$ cat src/rtl/remapper_bucket.sv
// remapper_bucket: maps an unsigned magnitude to a clamped LED bucket index
// by counting the STEP-spaced thresholds it reaches.
`timescale 1ns/1ps
`default_nettype none

module remapper_bucket #(
   parameter int IN_W = 16,
   parameter int HALF = 5,
   parameter int STEP = 20,
   parameter int BW   = (HALF > 1) ? $clog2(HALF) : 1
) (
   input  logic [IN_W-1:0] abs_i,
   output logic [BW-1:0]   bucket_o
);

   logic [BW-1:0] cnt_w;

   // Thresholds are k*STEP for k = 1..HALF-1; no divider needed.
   always_comb begin
      cnt_w = '0;
      for (int k = 1; k < HALF; k++) begin
         if (32'(abs_i) >= 32'(k * STEP))
            cnt_w = cnt_w + BW'(1);
      end
   end

   assign bucket_o = cnt_w;

endmodule

`default_nettype wire

$ cat src/rtl/remapper.sv
// remapper: registered magnitude, sign flag and one-hot LED position
// derived from a signed sample, one cycle of latency.
`timescale 1ns/1ps
`default_nettype none

module remapper #(
   parameter int IN_W = 16,
   parameter int LEDS = 10,
   parameter int STEP = 20
) (
   input  logic            clk,
   input  logic            rst,
   input  logic [IN_W-1:0] in,
   output logic [IN_W-1:0] abs_in,
   output logic            neg,
   output logic [LEDS-1:0] board_posit
);

   localparam int HALF = LEDS / 2;
   localparam int BW   = (HALF > 1) ? $clog2(HALF) : 1;
   localparam logic [LEDS-1:0] POS_RST  = LEDS'(1) << HALF;
   localparam logic [IN_W-1:0] MIN_NEG  = {1'b1, {(IN_W-1){1'b0}}};
   localparam logic [IN_W-1:0] MAX_POS  = {1'b0, {(IN_W-1){1'b1}}};

   logic            neg_d, neg_q;
   logic [IN_W-1:0] abs_d, abs_q;
   logic [LEDS-1:0] pos_d, pos_q;
   logic [IN_W-1:0] in_negated;
   logic [BW-1:0]   bucket;
   int              led_idx;

   assign neg_d      = in[IN_W-1];
   assign in_negated = -in;

   // The most negative sample has no positive counterpart, so it saturates.
   always_comb begin
      abs_d = in;
      if (neg_d)
         abs_d = (in == MIN_NEG) ? MAX_POS : in_negated;
   end

   remapper_bucket #(
      .IN_W (IN_W),
      .HALF (HALF),
      .STEP (STEP),
      .BW   (BW)
   ) u_bucket (
      .abs_i    (abs_d),
      .bucket_o (bucket)
   );

   // Negative values grow leftwards from HALF-1, non-negative rightwards from HALF.
   always_comb begin
      led_idx = neg_d ? (HALF - 1 - int'(bucket)) : (HALF + int'(bucket));
      pos_d   = LEDS'(1) << led_idx;
   end

   always_ff @(posedge clk or posedge rst) begin
      if (rst) begin
         abs_q <= '0;
         neg_q <= 1'b0;
         pos_q <= POS_RST;
      end else begin
         abs_q <= abs_d;
         neg_q <= neg_d;
         pos_q <= pos_d;
      end
   end

   assign abs_in      = abs_q;
   assign neg         = neg_q;
   assign board_posit = pos_q;

endmodule

`default_nettype wire

$ cat config.mk
export PLATFORM = sky130hd
export DESIGN_NAME = remapper
export DESIGN_NICKNAME = d
export VERILOG_FILES = /design/src/rtl/remapper_bucket.sv /design/src/rtl/remapper.sv
export SDC_FILE = /design/constraint.sdc
export NUM_CORES = 1
export LEC_CHECK = 0
export CAP_MARGIN = 0
export CORE_ASPECT_RATIO = 0.8
export CORE_MARGIN = 1
export CORE_UTILIZATION = 47
export CTS_CLUSTER_DIAMETER = 40
export DETAILED_ROUTE_END_ITERATION = 16
export GPL_TIMING_DRIVEN = 0
export HOLD_SLACK_MARGIN = 0.08
export PLACE_DENSITY = 0.79
export SLEW_MARGIN = 20
export SYNTH_ARGS = -nofsm -noshare
export SYNTH_HDL_FRONTEND = slang
export SYNTH_HIERARCHICAL = 1
export SYNTH_SLANG_ARGS = --single-unit
$ cat constraint.sdc
create_clock -name clk -period 0.8 [get_ports clk]
set_input_delay 0.08 -clock clk [delete_from_list [all_inputs] [get_ports clk]]
set_output_delay 0.08 -clock clk [all_outputs]
set_load 0.05 [all_outputs]
==> flow_summary.json, run 1 <==
{
  "rows": 18,
  "dp_hpwl_mm": 2.77,
  "postCtsSetupRepairBufs": 75,
  "syn_nets": 184,
  "post_cts_resized": 349,
  "synth_area_leaders": "dfrtp_1 (42%), ha_1 (4.8%), nand2_1 (3.6%)",
  "port_buffers": 44,
  "outcome": "did not finish",
  "synth_top_area_share_pct": 41.6,
  "dpl-instance-area_mm2": 0.00219,
  "die_y_um": 53.6,
  "synth_seq_cells": 27,
  "pin_count": 45,
  "cts_root_buffer": "clkbuf_8",
  "gp_congestion": 0.886,
  "synth_edf_count": 0,
  "cts_made_buffers": 3,
  "stop_stage": "clock tree synthesis (4_1_cts)",
  "async_flop_share_pct": 100,
  "htreeDepth": 1,
  "yosysTopAreaCell": "dfrtp_1",
  "ys_warn_count": 6,
  "error": "[ERROR DPL-0033] detailed placement checks failed during check placement.",
  "netlist_instances": 160,
  "die_w_um": 66.5,
  "synth-seq-area-share_pct": 43.2,
  "synth_cell_types": 47,
  "synth_ff_type": "dfrtp_1",
  "netlist_area_mm2": 0.00157,
  "ctsHoldBuffers": 2,
  "syn_area_per_cell_um2": 9.78,
  "cts.sinks": 27,
  "start_util_pct": 50.0,
  "clockBufferDepth": 2
}
metrics by stage:
step	TNS (ns)	worst slack [ns]	instances	util, %
floorplan	-35.12	-2.95	160	-
global placement	-79.29	-3.82	244	70.0
detailed placement	-82.33	-3.91	244	70.0
cell usage after synthesis (2+ instances only):
master and number:
a21oi_1 9, a31oi_1 4, and3b_1 2, buf_2 2, clkbuf_1 2, dfrtp_1 26, ha_1 6, inv_1 12
mux2i_1 5, nand2_1 15, nand2b_1 2, nand3_1 4, nand4_1 2, nor2_1 13, nor2b_1 3, nor3_1 4
nor4bb_1 2, o21ai_0 10, o21ai_1 2, o41ai_1 2, xnor2_1 4, xor2_1 4
cell families after synthesis:
family,after synthesis,synth area share [%]
AND/OR/NAND/NOR,61,24.2
adder cells (fa/ha/maj),6,4.80
multiplexers,6,3.92
flip-flops,27,43.2
AO/OA/AOI/OAI,35,14.6
XOR/XNOR,8,4.48
buffers and inverters,17,4.72
==> inputs of run 2 (changes only) <==
--- a/config.mk
+++ b/config.mk
@@ -6,14 +6,11 @@
 export NUM_CORES = 1
 export LEC_CHECK = 0
 export CAP_MARGIN = 0
-export CORE_ASPECT_RATIO = 0.8
 export CORE_MARGIN = 1
-export CORE_UTILIZATION = 47
-export CTS_CLUSTER_DIAMETER = 40
+export CORE_UTILIZATION = 40
 export DETAILED_ROUTE_END_ITERATION = 16
 export GPL_TIMING_DRIVEN = 0
-export HOLD_SLACK_MARGIN = 0.08
-export PLACE_DENSITY = 0.79
+export PLACE_DENSITY_LB_ADDON = 0.15
 export SLEW_MARGIN = 20
 export SYNTH_ARGS = -nofsm -noshare
 export SYNTH_HDL_FRONTEND = slang
==> flow_summary.json, run 2 <==
{
  "largest_reg_flops": 16,
  "synth_seq_cells": 27,
  "netlist_instances": 160,
  "synthTopCellsByCount": "dfrtp_1 (26), nand2_1 (15), nor2_1 (13)",
  "arrival_ns": 4.11,
  "cts_made_buffers": 3,
  "setup_ws_ns": -3.09,
  "async_flop_share_pct": 100,
  "track_usage_pct": 27.7,
  "synth_ff_type": "dfrtp_1",
  "wl_mm": 5.82,
  "cts_tree": "built",
  "timing.setup.tns_ns": -43.38,
  "rsz0062_at_grt": "yes",
  "rows": 22,
  "grt_pass1_vias": 1722,
  "antennaDiodeCount": 0,
  "cp_top_family": "simple AND/OR/NAND/NOR gates",
  "ys_warn_count": 6,
  "cap_violations": 0,
  "grt_first_pass_wirelength_mm": 8.65,
  "outcome": "finished with violations",
  "setup_viol": 53,
  "cp_slowest_cell": "or4b_4",
  "cts.sinks": 27,
  "layout_common_cells": "buf_4 (40), buf_6 (37), dfrtp_1 (26)",
  "wl_per_cell_um": 19.1,
  "drc_errors": 0,
  "antenna_found_initial": 0,
  "fin_nets": 281,
  "slew_headroom_pct": 60.6,
  "hold_viol": 0,
  "die_y_um": 64.6,
  "start_util_pct": 42.1,
  "grt_max_degree": 28,
  "port_buffers": 44,
  "ctsHoldBuffers": 0,
  "ant_nets": 0,
  "drive_above_1_share_pct": 64.5,
  "syn_nets": 184,
  "die_w_um": 64.6,
  "yosysTopAreaCell": "dfrtp_1",
  "tightestPinTransition_ns": 0.589,
  "min_period_ns": 3.89,
  "vdd_drop_max_uv": 936,
  "preCtsSetupSlack_ns": -3.96,
  "gp_congestion": 0.874,
  "crit_path_max_incr_delay_ns": 0.54,
  "crit_top_cell": "ha_4",
  "htreeDepth": 1,
  "area_growth_syn_to_layout_pct": 93.1,
  "cp_max_fo": 5,
  "violations": "setup timing",
  "maxSlewViolCount": 0,
  "worstSetupPathType": "in2reg",
  "holdCritPathClass": "in2reg",
  "synth_cell_types": 47,
  "timing.fmax_ghz": 0.257,
  "netlist_area_mm2": 0.00157,
  "crit_required_ns": 1.02,
  "core_area_mm2": 0.00372,
  "cts_root_buffer": "clkbuf_8",
  "syn_area_per_cell_um2": 9.78,
  "pin_count": 45,
  "power-per-cell-area_mw_per_mm2": 1210,
  "drt_pass1_iterations": 4,
  "start_kind": "input pin",
  "synth_edf_count": 0,
  "path_buf_inv": 4,
  "overflow": 0,
  "drt_iter0_markers": 121,
  "end_kind": "flip-flop",
  "final_common_cell": "buf_4",
  "synth_area_leaders": "dfrtp_1 (42%), ha_1 (4.8%), nand2_1 (3.6%)",
  "dieArea_mm2": 0.00417,
  "clockBufferDepth": 2,
  "period_share_pct": 486,
  "cp_cell_sequence": "buf_8 > inv_6 > ha_4 > or4b_4 > nor2b_4 > buf_6 > a31oi_4 > mux2i_1 > and4b_2 > and3b_2 > ha_4 > xor2_4 > ha_1 > mux2_4 > inv_2 > ha_4 > or4b_4 > a21oi_4 > a21oi_4 > nor3_2",
  "synth-seq-area-share_pct": 43.2,
  "synth_most_common_cell": "dfrtp_1",
  "synth_top_area_share_pct": 41.6,
  "via_count": 1723,
  "dp_hpwl_mm": 2.75,
  "leakage_uw": 0.00133,
  "vias_per_cell": 5.67,
  "clk_pin_slew_ns": 0.10
}
run 2: cell counts after synthesis:
Identical to the previous run, type by type.
run 2: path summary, 6_finish.rpt:
check | startpoint | end | slack, ns | cells after the start
max in group asynchronous | rst | board_posit[5] | 0.25 | 2
setup / recovery | in[0] | board_posit[5] | -3.09 | 20
hold / removal | in[1] | abs_in[1] | 0.05 | 3
min in group asynchronous | rst | board_posit[6] | 0.20 | 2
run 2: cell families after synthesis:
family / after synthesis / synth area share, %
muxes: 6 / 3.92
DFF: 27 / 43.2
buffers and inverters: 17 / 4.72
xor gates and xnor gates: 8 / 4.48
AOI/OAI and AO/OA: 35 / 14.6
adders and majority gates: 6 / 4.80
and+or+nand+nor: 61 / 24.2
run 2: report_power, final:
part	switching, uW	leakage (uW)	total, uW	internal (uW)
logic	757	0.000969	1310	553
clock network	482	0.0000261	849	367
registers	46.2	0.000331	1490	1440
total	1290	0.00133	3650	2360
run 2: area by class of cell:
type / instances / area, um2
flip-flops and latches: 27 / 677
clock buffers: 3 / 41.3
multi-input cells: 116 / 1220
fillers: 217 / 693
clock inverters: 1 / 8.76
well taps: 48 / 60.1
repair buffers: 93 / 888
inverters: 12 / 70.1
plain buffers: 4 / 57.6
run 2: through the flow:
stage | total power [uW] | util [%] | cell area, um2 | hold slack (ns) | cells
6_report | 3650 | 81.3 | 3020 | 0.0533 | 304
2_1_floorplan | 2060 | - | 1700 | 0.111 | 160
5_1_grt | 3770 | 81.3 | 3020 | 0.0464 | 304
3_3_place_gp | 2400 | 59.3 | 2200 | 0.565 | 252
4_1_cts | 3700 | 79.7 | 2960 | 0.0256 | 309
3_5_place_dp | 2420 | 59.3 | 2200 | 0.573 | 252
run 2: repair_timing:
action                                  CTS  global route
resized for setup                       324            45
endpoints found under the hold margin     0             0
endpoints found under the setup margin   80            53
buffers inserted                         54            19
pin swaps                                23            17
run 2: per-layer routing:
layer / wire length (um) / global-route usage, % / part of all wire, %
met5: 0 / 0 / 0
met3: 298 / 2.64 / 5.1
met1: 2290 / 34.2 / 39
met2: 3030 / 48.4 / 52
met4: 191 / 13.1 / 3.3
Note: power is estimated with default switching activity, not from simulation.
